**config.mk**
```make
export PLATFORM = sky130hd
export DESIGN_NAME = motor_interlock
export DESIGN_NICKNAME = d
export VERILOG_FILES = /design/src/rtl/motor_interlock.sv
export SDC_FILE = /design/constraint.sdc
export NUM_CORES = 1
export LEC_CHECK = 0
export ABC_AREA = 1
export CAP_MARGIN = 15
export CORE_UTILIZATION = 52
export DETAILED_ROUTE_END_ITERATION = 8
export PLACE_DENSITY_LB_ADDON = 0.12
export SETUP_SLACK_MARGIN = 0.5
export SYNTH_ARGS = -nofsm -noshare
export SYNTH_HDL_FRONTEND = slang
export SYNTH_SLANG_ARGS = --single-unit
```
**constraint.sdc**
```tcl
create_clock -name clk -period 1.65 [get_ports clk]
set_input_delay 0.33 -clock clk [delete_from_list [all_inputs] [get_ports clk]]
set_output_delay 0.33 -clock clk [all_outputs]
set_load 0.02 [all_outputs]
```
**src/rtl/motor_interlock.sv**
```systemverilog
// Motor drive interlock: turns raw forward/reverse requests into shoot-through-safe
// drive lines with minimum on-time, dead-time, fault latching and a reversal counter.
module motor_interlock #(
  parameter int MIN_ON   = 3,
  parameter int DEAD_CYC = 2,
  parameter int CNT_W    = 8
) (
  input  logic             clk,
  input  logic             rst,
  input  logic             zheng_req,
  input  logic             fan_req,
  input  logic             emergency,
  output logic             zheng_drv,
  output logic             fan_drv,
  output logic             brake,
  output logic             fault,
  output logic [2:0]       state,
  output logic [CNT_W-1:0] rev_count
);

  localparam int ON_W   = (MIN_ON > 1) ? $clog2(MIN_ON + 1) : 1;
  localparam int DEAD_W = (DEAD_CYC > 1) ? $clog2(DEAD_CYC + 1) : 1;
  localparam logic [ON_W-1:0]   ON_LOAD   = ON_W'(MIN_ON - 1);
  localparam logic [DEAD_W-1:0] DEAD_LOAD = DEAD_W'(DEAD_CYC - 1);

  typedef enum logic [2:0] {
    IDLE  = 3'd0,
    FWD   = 3'd1,
    REV   = 3'd2,
    DEAD  = 3'd3,
    FAULT = 3'd4
  } state_t;

  typedef enum logic [1:0] {
    DIR_NONE = 2'd0,
    DIR_FWD  = 2'd1,
    DIR_REV  = 2'd2
  } dir_t;

  state_t            cur, nxt;
  dir_t              last_dir, last_nxt;
  logic [ON_W-1:0]   on_cnt, on_nxt;
  logic [DEAD_W-1:0] dead_cnt, dead_nxt;
  logic [CNT_W-1:0]  cnt_nxt;

  always_comb begin
    nxt      = cur;
    last_nxt = last_dir;
    on_nxt   = on_cnt;
    dead_nxt = dead_cnt;
    cnt_nxt  = rev_count;
    // Emergency or contradictory requests win over any timer.
    if (emergency || (zheng_req && fan_req)) begin
      nxt = FAULT;
    end else begin
      case (cur)
        IDLE: begin
          if (zheng_req) begin
            nxt      = FWD;
            on_nxt   = ON_LOAD;
            last_nxt = DIR_FWD;
            if (last_dir == DIR_REV) cnt_nxt = rev_count + CNT_W'(1);
          end else if (fan_req) begin
            nxt      = REV;
            on_nxt   = ON_LOAD;
            last_nxt = DIR_REV;
            if (last_dir == DIR_FWD) cnt_nxt = rev_count + CNT_W'(1);
          end
        end
        FWD: begin
          if (on_cnt != '0) begin
            on_nxt = on_cnt - ON_W'(1);
          end else if (!zheng_req || fan_req) begin
            nxt      = DEAD;
            dead_nxt = DEAD_LOAD;
          end
        end
        REV: begin
          if (on_cnt != '0) begin
            on_nxt = on_cnt - ON_W'(1);
          end else if (!fan_req || zheng_req) begin
            nxt      = DEAD;
            dead_nxt = DEAD_LOAD;
          end
        end
        DEAD: begin
          if (dead_cnt == '0) nxt = IDLE;
          else                dead_nxt = dead_cnt - DEAD_W'(1);
        end
        FAULT: begin
          if (!zheng_req && !fan_req) begin
            nxt      = DEAD;
            dead_nxt = DEAD_LOAD;
          end
        end
        default: nxt = FAULT;
      endcase
    end
  end

  always_ff @(posedge clk or negedge rst) begin
    if (!rst) begin
      cur       <= IDLE;
      last_dir  <= DIR_NONE;
      on_cnt    <= '0;
      dead_cnt  <= '0;
      rev_count <= '0;
      zheng_drv <= 1'b0;
      fan_drv   <= 1'b0;
      brake     <= 1'b0;
      fault     <= 1'b0;
    end else begin
      cur       <= nxt;
      last_dir  <= last_nxt;
      on_cnt    <= on_nxt;
      dead_cnt  <= dead_nxt;
      rev_count <= cnt_nxt;
      // Outputs decoded from the next state so they change together with it.
      zheng_drv <= (nxt == FWD);
      fan_drv   <= (nxt == REV);
      brake     <= (nxt == DEAD) || (nxt == FAULT);
      fault     <= (nxt == FAULT);
    end
  end

  assign state = cur;

endmodule

```
==> results.md, run 1 <==
- Post-CTS Hold Buffers: 0
- IO Port Bufs: 19
- Final max-slew violation count: 0
- Hold Violations, Final: 0
- Worst VDD drop: 0.653 mV
- Sequential share of the synthesized area: 0.429
- Met2 GRT Util: 0.467
- Critical Path RT: 1890 ps
- Routed WL: 3070 µm
- Gr ovfl total: 0
- Dpl hpwl: approximately 1900 µm
- Tcrit/Tclk final: 0.847
- Clk_skew: ~1.8 ps
- Final WS setup: roughly 250 ps
- Final min period: approximately 1400 ps
- DRT Pass-1 Iters: 4
- Width of the chip: 50.6 µm
- Max cap viols: 0
- Yosys top cell by area: dfrtp_1
- Die Ht: 50.6 µm
- Mapped Cells: around 160
- CP Data Arrival Time: ~1600 ps
- Static leakage: 0.931 nW
- Core area: 0.00221 mm²
- TritonCTS buffer count: 3
- Rows: 17
- Register area: about 530 µm²
- Area of the multi-input gates: 712 µm²
- Hold Path Class: primary input to async pin
- Crit Path Max Fanout: 7
- GR Util met3: 0.0364
- CTS tree: built
- Share of layout cells above drive strength 1: 0.390
- Synth top area cells: dfrtp_1 43%, nand2_1 18%, nor2_1 4.6%
- Fin nets: between 200 and 250
- Ant. Diodes: 0
- Post-route DRC: 0
- Status: finished clean
- Clk root buf: clkbuf_4
- Via count: 1207
- Initial drt markers: 31
- Crit Path Class: flop to flop
- Met1 usage: 0.305
- Post-route total power: 1.55 mW
- Commonest non-fill, non-tap cells in the layout: 49 x nand2_1, 22 x buf_4, 18 x dfrtp_1
- Count of state elements after synthesis: 21
- Largest net degree at the start of global routing: 22
- WL per Instance: 12.9 µm
- Final setup viols: 0
- Via density: 5.07
- Worst Max-Slew Pin Slew: 373 ps
- Slew headroom: 0.750
- First-pass GRT wire length: 4910 µm
- Crit end category: flop
- Net Count, Synth: 171
- Pint: 982 µW
- Switching part of the total: 0.367
- Worst-Skew Late Latency: 300 ps
- Worst-path clk slew: 110 ps
- GRT Total Usage: 0.256
- ANT nets after route: 0
- Layer with the highest usage: met2
- RSZ-0062 raised after global routing: yes
- Initial antenna violation count: 0
- Boundary Pins: 20
- Pre-CTS WS: -141 ps
- Flop pwr share: 0.436
- Clk pwr share: 0.156
- Core Util, Final: 0.809
- Yosys warning total: 0
- Area Overhead vs Synth: 46.0%
- Clock Sink Count: 21
- Combinational power share: 0.408
- Switching power: 568 µW
- Routability Congestion: 0.857
- Fill cells: between 150 and 200
- Fmax: 715 MHz
- Clock Path Buffers: 2
- Initial Util: 0.554
- Avg Inst Size Synth: 7.52 µm²
- Htree depth: 1
- Most common cell after layout, fill and taps aside: nand2_1
- Synth top area share: 0.429
- Vias in the first global route: about 1200
- Die outline area: ~0.0026 mm²
- PD cells: 866 mW/mm²
- Mapped cell area: 0.00123 mm²
- Startpoint types: flop
- Netlist cell types: 28
## cells by family (layout without fill, tap and decap cells)
family / Yosys count / in the layout / share of synthesized area
simple gates: 99 / 100 / 0.354
flops: 21 / 21 / 0.429
buf+inv: 21 / 67 / 0.0765
compound gates: 13 / 13 / 0.0674
xor+xnor: 6 / 6 / 0.0429
fa+ha+maj: 3 / 3 / 0.0306
## worst paths after layout
| check | from | to | slack, ps | cells after the start |
|---|---|---|---|---|
| min reg2reg | dead_cnt[1] | dead_cnt[1] | 510 | 2 |
| min | rst | rev_count[0] | 360 | 2 |
| max in group asynchronous | rst | state[0] | 1060 | 2 |
| min in group clk | dead_cnt[1] | dead_cnt[1] | 510 | 2 |
| max | state[0] | rev_count[0] | 250 | 10 |
| max reg2reg | state[0] | rev_count[0] | 250 | 10 |
## through the flow
step / hold WS [ps] / setup TNS [ps] / cell area, µm² / std cells
4_1_cts: 366 / 0 / 1670 / 234
5_1_grt: 383 / 0 / 1790 / 238
6_report: 357 / 0 / 1790 / 238
3_3_place_gp: 461 / -842 / 1510 / 215
3_5_place_dp: 477 / -1180 / 1510 / 215
2_1_floorplan: 34.4 / 0 / 1250 / 163
## power by group through the flow
stage | Sequential, mW | Combinational, mW | Clock [mW]
final | 0.676 | 0.632 | 0.242
after global routing | 0.687 | 0.704 | 0.274
after CTS | 0.667 | 0.540 | 0.244
after detailed placement | 0.677 | 0.477 | 0
after global placement | 0.673 | 0.453 | 0
after floorplan | 0.704 | 0.264 | 0
## timing repair
item                       CTS  global route
setup buffers               14             4
gates cloned                 1             0
pin swaps                    9            15
resized for setup           88            31
setup endpoints to repair   36            36
## sequential cells by signal, indices dropped and copies added, names as in the netlist
name	flops
fan_drv	1
rev_count	8
on_cnt	2
zheng_drv	1
fault	1
brake	1
last_dir	2
dead_cnt	2
state	3
## area by class of cell
| cell class | instances | share of cell area |
|---|---|---|
| multi-input combinational | 122 | 0.398 |
| sequential | 21 | 0.296 |
| clock buffer | 4 | 0.0147 |
| tap | 28 | 0.0196 |
| inverter | 19 | 0.0496 |
| timing repair buffer | 44 | 0.223 |
## cells in the mapped netlist, drive strengths merged
master,n
nor2,19
a21oi,3
a21boi,1
nand3,11
nand2,62
dfrtp,21
xor2,4
nor3,2
clkinv,2
nand3b,1
a31oi,1
nand4,4
ha,3
o21a,1
o21ai,7
inv,17
buf,2
xnor2,2
## critical path, cell delays in order, from the launching register on
cell,delay [ps]
dfrtp_2,430
buf_6,140
inv_8,50
nand2_4,50
nor2_4,100
nand2_2,70
nor2_4,160
nand2_4,110
clkinv_4,110
nand2_1,50
nand2_1,70
## per-layer routing
metal | part of all wire | vias to the layer above
met2 | 0.53 | 18
met5 | 0 | -
met1 | 0.43 | 571
met3 | 0.020 | 7
met4 | 0.017 | 0
li1 | - | 611
Note: power is estimated with default switching activity, not from simulation.
==> run 2, diff against run 1 <==
--- a/config.mk
+++ b/config.mk
@@ -7,7 +7,7 @@
 export LEC_CHECK = 0
 export ABC_AREA = 1
 export CAP_MARGIN = 15
-export CORE_UTILIZATION = 52
+export CORE_UTILIZATION = 47
 export DETAILED_ROUTE_END_ITERATION = 8
 export PLACE_DENSITY_LB_ADDON = 0.12
 export SETUP_SLACK_MARGIN = 0.5
==> constraint.sdc (replaced) <==
create_clock -name clk -period 1.2 [get_ports clk]
set_input_delay 0.24 -clock clk [delete_from_list [all_inputs] [get_ports clk]]
set_output_delay 0.24 -clock clk [all_outputs]
set_load 0.02 [all_outputs]
==> run 2 against run 1 <==
The flow now finishes with violations (negative setup slack). Via count increased by 5.8%. Utilization decreased by 0.69 points. Fmax increased by 4.8%. Wire length increased by 9.7%. Sequential power increased by 35%. Cell count increased by 5.5%. Sequential cell count unchanged. Critical endpoint is now fan_drv. Highest routed layer unchanged.
==> results.md, run 2 (synthesis results as in run 1) <==
- Status: finished with violations (was finished clean)
- Failing checks: negative setup slack
- Final max-slew violation count: 0 (unchanged)
- Gr ovfl total: 0 (unchanged)
- Rows: 18 (was 17)
- Max reg flops: 8 (unchanged)
- Max cap viols: 0 (unchanged)
- Crit Path Class: flop to flop (unchanged)
- Hold Path Class: primary input to async pin (unchanged)
- Worst VDD drop: 1.01 mV (was 0.653 mV)
- Post-CTS Hold Buffers: 0 (unchanged)
- Final setup viols: 21 (was 0)
- Hold Violations, Final: 0 (unchanged)
- Routed WL: 3370 µm (was 3070 µm)
- Routability Congestion: 0.872 (was 0.857)
- Core area: 0.00248 mm² (was 0.00221 mm²)
- Dpl hpwl: 2210 µm (was 1860 µm)
- Share of layout cells above drive strength 1: 0.484 (was 0.390)
- Most common cell after layout, fill and taps aside: nand2_1 (unchanged)
- Fin nets: 230 (was 219)
- WL per Instance: 13.4 µm (was 12.9 µm)
- Die outline area: 0.00282 mm² (was 0.00256 mm²)
- Vias in the first global route: 1165 (was 1169)
- Critical Path RT: 1450 ps (was 1890 ps)
- Via density: 5.09 (was 5.07)
- ANT nets after route: 0 (unchanged)
- Initial drt markers: 24 (was 31)
- Crit end category: flop (unchanged)
- Reg2Reg Depth: 8 (was 10)
- Tcrit/Tclk final: 1.11 (was 0.847)
- Worst-path clk slew: 120 ps (was 110 ps)
- Static leakage: 0.999 nW (was 0.931 nW)
- Die Ht: 53.1 µm (was 50.6 µm)
- Final WS setup: -134 ps (was 252 ps)
- Width of the chip: 53.1 µm (was 50.6 µm)
- CP Data Arrival Time: 1580 ps (was 1640 ps)
- TritonCTS buffer count: 3 (unchanged)
- Clk_skew: 1.76 ps (was 1.77 ps)
- Via count: 1277 (was 1207)
- Area Overhead vs Synth: 62.1% (was 46.0%)
- DRT Pass-1 Iters: 6 (was 4)
- Post-route DRC: 0 (unchanged)
- GRT Total Usage: 0.246 (was 0.256)
- Initial Util: 0.495 (was 0.554)
- Final min period: 1330 ps (was 1400 ps)
- RSZ-0062 raised after global routing: yes (unchanged)
- Startpoint types: flop (unchanged)
- Clk root buf: clkbuf_4 (unchanged)
- Fmax: 750 MHz (was 715 MHz)
- DP Area: 0.00171 mm² (was 0.00151 mm²)
- Placed cells: 237 (was 215)
- Initial antenna violation count: 0 (unchanged)
- Fin area: 0.00199 mm² (was 0.00179 mm²)
- Clock Sink Count: 21 (unchanged)
- First-pass GRT wire length: 4950 µm (was 4910 µm)
- Ant. Diodes: 0 (unchanged)
- Worst Max-Slew Pin Slew: 308 ps (was 373 ps)
- Worst-Skew Late Latency: 310 ps (was 300 ps)
- Crit Path Max Fanout: 6 (was 7)
- Slew headroom: 0.794 (was 0.750)
- Commonest non-fill, non-tap cells in the layout: 50 x nand2_1, 28 x buf_4, 19 x buf_6 (was 49 x nand2_1, 22 x buf_4, 18 x dfrtp_1)
- Boundary Pins: 20 (unchanged)
- Top register by number of flip-flops: rev_count (unchanged)
- Largest net degree at the start of global routing: 22 (unchanged)
- Core Util, Final: 0.803 (was 0.809)
- PD cells: 1150 mW/mm² (was 866 mW/mm²)
- CTS tree: built (unchanged)
- Final Non-Filler Cells: 251 (was 238)
- Clock Path Buffers: 2 (unchanged)
- IO Port Bufs: 19 (unchanged)
- Htree depth: 1 (unchanged)
[run 2: changes by cell type in the layout (fill, tap and decap cells not counted), moves of 3 or more]
cell	before	now
dfrtp_1	18	13
o21ai_0	3	0
dfrtp_2	3	8
buf_4	22	28
buf_12	0	3
nor2_4	4	7
[run 2: worst paths after layout]
kind,start,to,slack (ps)
hold / removal,rst,rev_count[2],260
max in group asynchronous,rst,state[2],790
setup / recovery,state[2],fan_drv,-130
min in group clk,dead_cnt[1],dead_cnt[1],500
setup reg to reg,state[2],fan_drv,-130
hold reg to reg,dead_cnt[1],dead_cnt[1],500
[run 2: worst max-delay path, cell delays in order, from the launching register on]
cell and delay (ps):
dfrtp_2 430, clkinv_4 100, buf_6 130, nand2_4 50
nor2_1 50, buf_4 130, nor2_2 130, nand4_1 120
nor2_1 130
[run 2: timing repair]
action                     in CTS  in global routing
pin swaps                      12                 15
setup buffers                   6                  4
setup endpoints to repair      36                 36
hold endpoints to repair        0                  0
gates resized for setup       112                 25
[run 2: layout make-up]
type | count | area (µm²)
inverter | 19 | 86.3
clock buffer | 4 | 26.3
timing repair buffer | 56 | 532
fill | 169 | 489
sequential | 21 | 536
multi-input combinational | 121 | 771
tap | 30 | 37.5
[run 2: layer usage]
metal	routed length, µm	vias to the layer above	part of all wire	track usage
met5	0	-	0	0
met4	46	0	0.014	0.0921
met3	104	4	0.031	0.0259
met2	1820	36	0.54	0.451
met1	1400	604	0.41	0.291
li1	-	633	-	-
[run 2: power by group]
| part | switching (mW) | internal [mW] | total, mW |
|---|---|---|---|
| combinational | 0.515 | 0.493 | 1.01 |
| clock | 0.227 | 0.130 | 0.357 |
| sequential | 0.0932 | 0.822 | 0.915 |
| total | 0.835 | 1.45 | 2.28 |
[run 2: metrics by stage]
| step | hold slack [ps] | total power [mW] | setup slack (ps) | TNS [ps] |
|---|---|---|---|---|
| after floorplan | -55.6 | 1.33 | -110 | -1070 |
| after global routing | 263 | 2.41 | -229 | -3190 |
| final | 261 | 2.28 | -134 | -1690 |
| after global placement | 460 | 1.67 | -451 | -8180 |
| after detailed placement | 478 | 1.72 | -506 | -8990 |
| after CTS | 275 | 2.19 | -117 | -1470 |
==> run 3, diff against run 2 <==
--- a/config.mk
+++ b/config.mk
@@ -7,7 +7,8 @@
 export LEC_CHECK = 0
 export ABC_AREA = 1
 export CAP_MARGIN = 15
-export CORE_UTILIZATION = 47
+export CORE_MARGIN = 1.5
+export CORE_UTILIZATION = 30
 export DETAILED_ROUTE_END_ITERATION = 8
 export PLACE_DENSITY_LB_ADDON = 0.12
 export SETUP_SLACK_MARGIN = 0.5
==> run 3 against run 2 <==
The flow still finishes with violations (negative setup slack). Clock skew is essentially flat. Clock power is 33% higher. Setup slack worse by 22 ps. First-iteration DRC count rose by 88%. Utilization decreased by 30 points.
==> results.md, run 3 (synthesis results as in run 1) <==
- Max reg flops: 8 (unchanged)
- RSZ-0062 raised after global routing: yes (unchanged)
- Crit end category: flop (unchanged)
- Final setup viols: 23 (was 21)
- FF-to-FF Start: state[1] (was state[2])
- Largest net degree at the start of global routing: 22 (unchanged)
- Initial antenna violation count: 0 (unchanged)
- Worst VDD drop: 0.467 mV (was 1.01 mV)
- Commonest non-fill, non-tap cells in the layout: 49 x nand2_1, 29 x buf_4, 19 x buf_6 (was 50 x nand2_1, 28 x buf_4, 19 x buf_6)
- CTS tree: built (unchanged)
- Core area: 0.00397 mm² (was 0.00248 mm²)
- Startpoint types: flop (unchanged)
- Crit Path Class: flop to flop (unchanged)
- Clock Sink Count: 21 (unchanged)
- Failing checks: negative setup slack (unchanged)
- Post-route total power: 2.35 mW (was 2.28 mW)
- Ant. Diodes: 0 (unchanged)
- Hold Path Class: primary input to async pin (unchanged)
- Worst Hold Margin: 321 ps (was 261 ps)
- Static leakage: 1.00 nW (was 0.999 nW)
- Vias in the first global route: 1243 (was 1165)
- Initial Util: 0.309 (was 0.495)
- Crit Path Max Fanout: 10 (was 6)
- Final min period: 1360 ps (was 1330 ps)
- Worst Setup SP: state[1] (was state[2])
- Htree depth: 1 (unchanged)
- Critical Path RT: 1360 ps (was 1450 ps)
- Core Util, Final: 0.501 (was 0.803)
- Via count: 1248 (was 1277)
- Setup TNS: -2090 ps (was -1690 ps)
- Max cap viols: 0 (unchanged)
- DRT Pass-1 Iters: 4 (was 6)
- Worst-Skew Late Latency: 260 ps (was 310 ps)
- Placed cells: 257 (was 237)
- TritonCTS buffer count: 3 (unchanged)
- Clk root buf: clkbuf_8 (was clkbuf_4)
- Die Ht: 66.9 µm (was 53.1 µm)
- Worst-path clk slew: 80 ps (was 120 ps)
- Fin nets: 231 (was 230)
- ANT nets after route: 0 (unchanged)
- Width of the chip: 66.9 µm (was 53.1 µm)
- Boundary Pins: 20 (unchanged)
- Area Overhead vs Synth: 62.2% (was 62.1%)
- Final Non-Filler Cells: 272 (was 251)
- IO Port Bufs: 19 (unchanged)
- Hold Violations, Final: 0 (unchanged)
- Tcrit/Tclk final: 1.13 (was 1.11)
- Share of layout cells above drive strength 1: 0.459 (was 0.484)
- Die outline area: 0.00448 mm² (was 0.00282 mm²)
- Most common cell after layout, fill and taps aside: nand2_1 (unchanged)
- Rows: 23 (was 18)
- Slew headroom: 0.771 (was 0.794)
- Routed WL: 3050 µm (was 3370 µm)
- Gr ovfl total: 0 (unchanged)
- PD cells: 1180 mW/mm² (was 1150 mW/mm²)
- Status: finished with violations (unchanged)
- GRT Total Usage: 0.146 (was 0.246)
- Clk_skew: 1.41 ps (was 1.76 ps)
- First-pass GRT wire length: 5060 µm (was 4950 µm)
- WL per Instance: 11.2 µm (was 13.4 µm)
- Final WS setup: -155 ps (was -134 ps)
- Worst Max-Slew Pin Slew: 344 ps (was 308 ps)
- Routability Congestion: 0.845 (was 0.872)
- Post-route DRC: 0 (unchanged)
- CP Data Arrival Time: 1510 ps (was 1580 ps)
- Final max-slew violation count: 0 (unchanged)
- Dpl hpwl: 2160 µm (was 2210 µm)
- Via density: 4.59 (was 5.09)
- Initial drt markers: 45 (was 24)
- Reg2Reg Depth: 8 (unchanged)
- Top register by number of flip-flops: rev_count (unchanged)
- Clock Path Buffers: 2 (unchanged)
- Fmax: 738 MHz (was 750 MHz)
run 3: changes by cell type in the layout (fill, tap and decap cells not counted), moves of 2 or more:
cell	before	now
nand3_4	3	0
clkbuf_4	3	0
clkbuf_8	0	3
nor2_1	9	12
nand2_2	9	11
nor2_4	7	3
buf_2	2	0
nand3_1	6	8
run 3: final timing paths:
path	end	slack, ps
setup / recovery	rev_count[7]	-160
hold / removal	rev_count[1]	320
setup reg to reg	rev_count[7]	-160
hold reg to reg	dead_cnt[1]	480
max in group asynchronous	state[2]	720
min in group clk	dead_cnt[1]	480
run 3: worst max-delay path, cell delays in order (launching register included):
cell     delay (ps)
dfrtp_2         430
buf_12          150
nor2_4          120
nand2_2          70
nor2_4          160
buf_12          140
nand2_8          60
nand2_2          70
nand2_1          50
run 3: power by group:
part | internal, mW | switching (mW) | total (mW)
Sequential | 0.822 | 0.0914 | 0.914
Combinational | 0.473 | 0.489 | 0.962
Clock | 0.231 | 0.243 | 0.474
run 3: layout make-up:
type	instances	area [µm²]
inverters	19	83.8
flip-flops and latches	21	536
clock buffers	3	41.3
clock inverters	1	5.00
repair buffers	56	549
fillers	382	1980
multi-input cells	122	712
well taps	50	62.6
run 3: timing repair:
action / in CTS / in global routing
gates resized for setup: 96 / 28
cloned: 0 / 1
pin swaps: 7 / 6
setup endpoints to repair: 36 / 36
setup buffers: 5 / 5
hold buffers: 0 / 0
run 3: per-stage QoR:
step	setup slack [ps]	instance area, µm²
floorplan	-110	1260
global placement	-436	1730
detailed placement	-503	1730
CTS	-115	1850
global route	-220	1990
finish	-155	1990
run 3: metal layers:
layer | global-route usage | share of wire
met5 | 0 | 0
met4 | 0.0536 | 0.0046
met3 | 0.0152 | 0.023
met2 | 0.273 | 0.55
met1 | 0.171 | 0.43
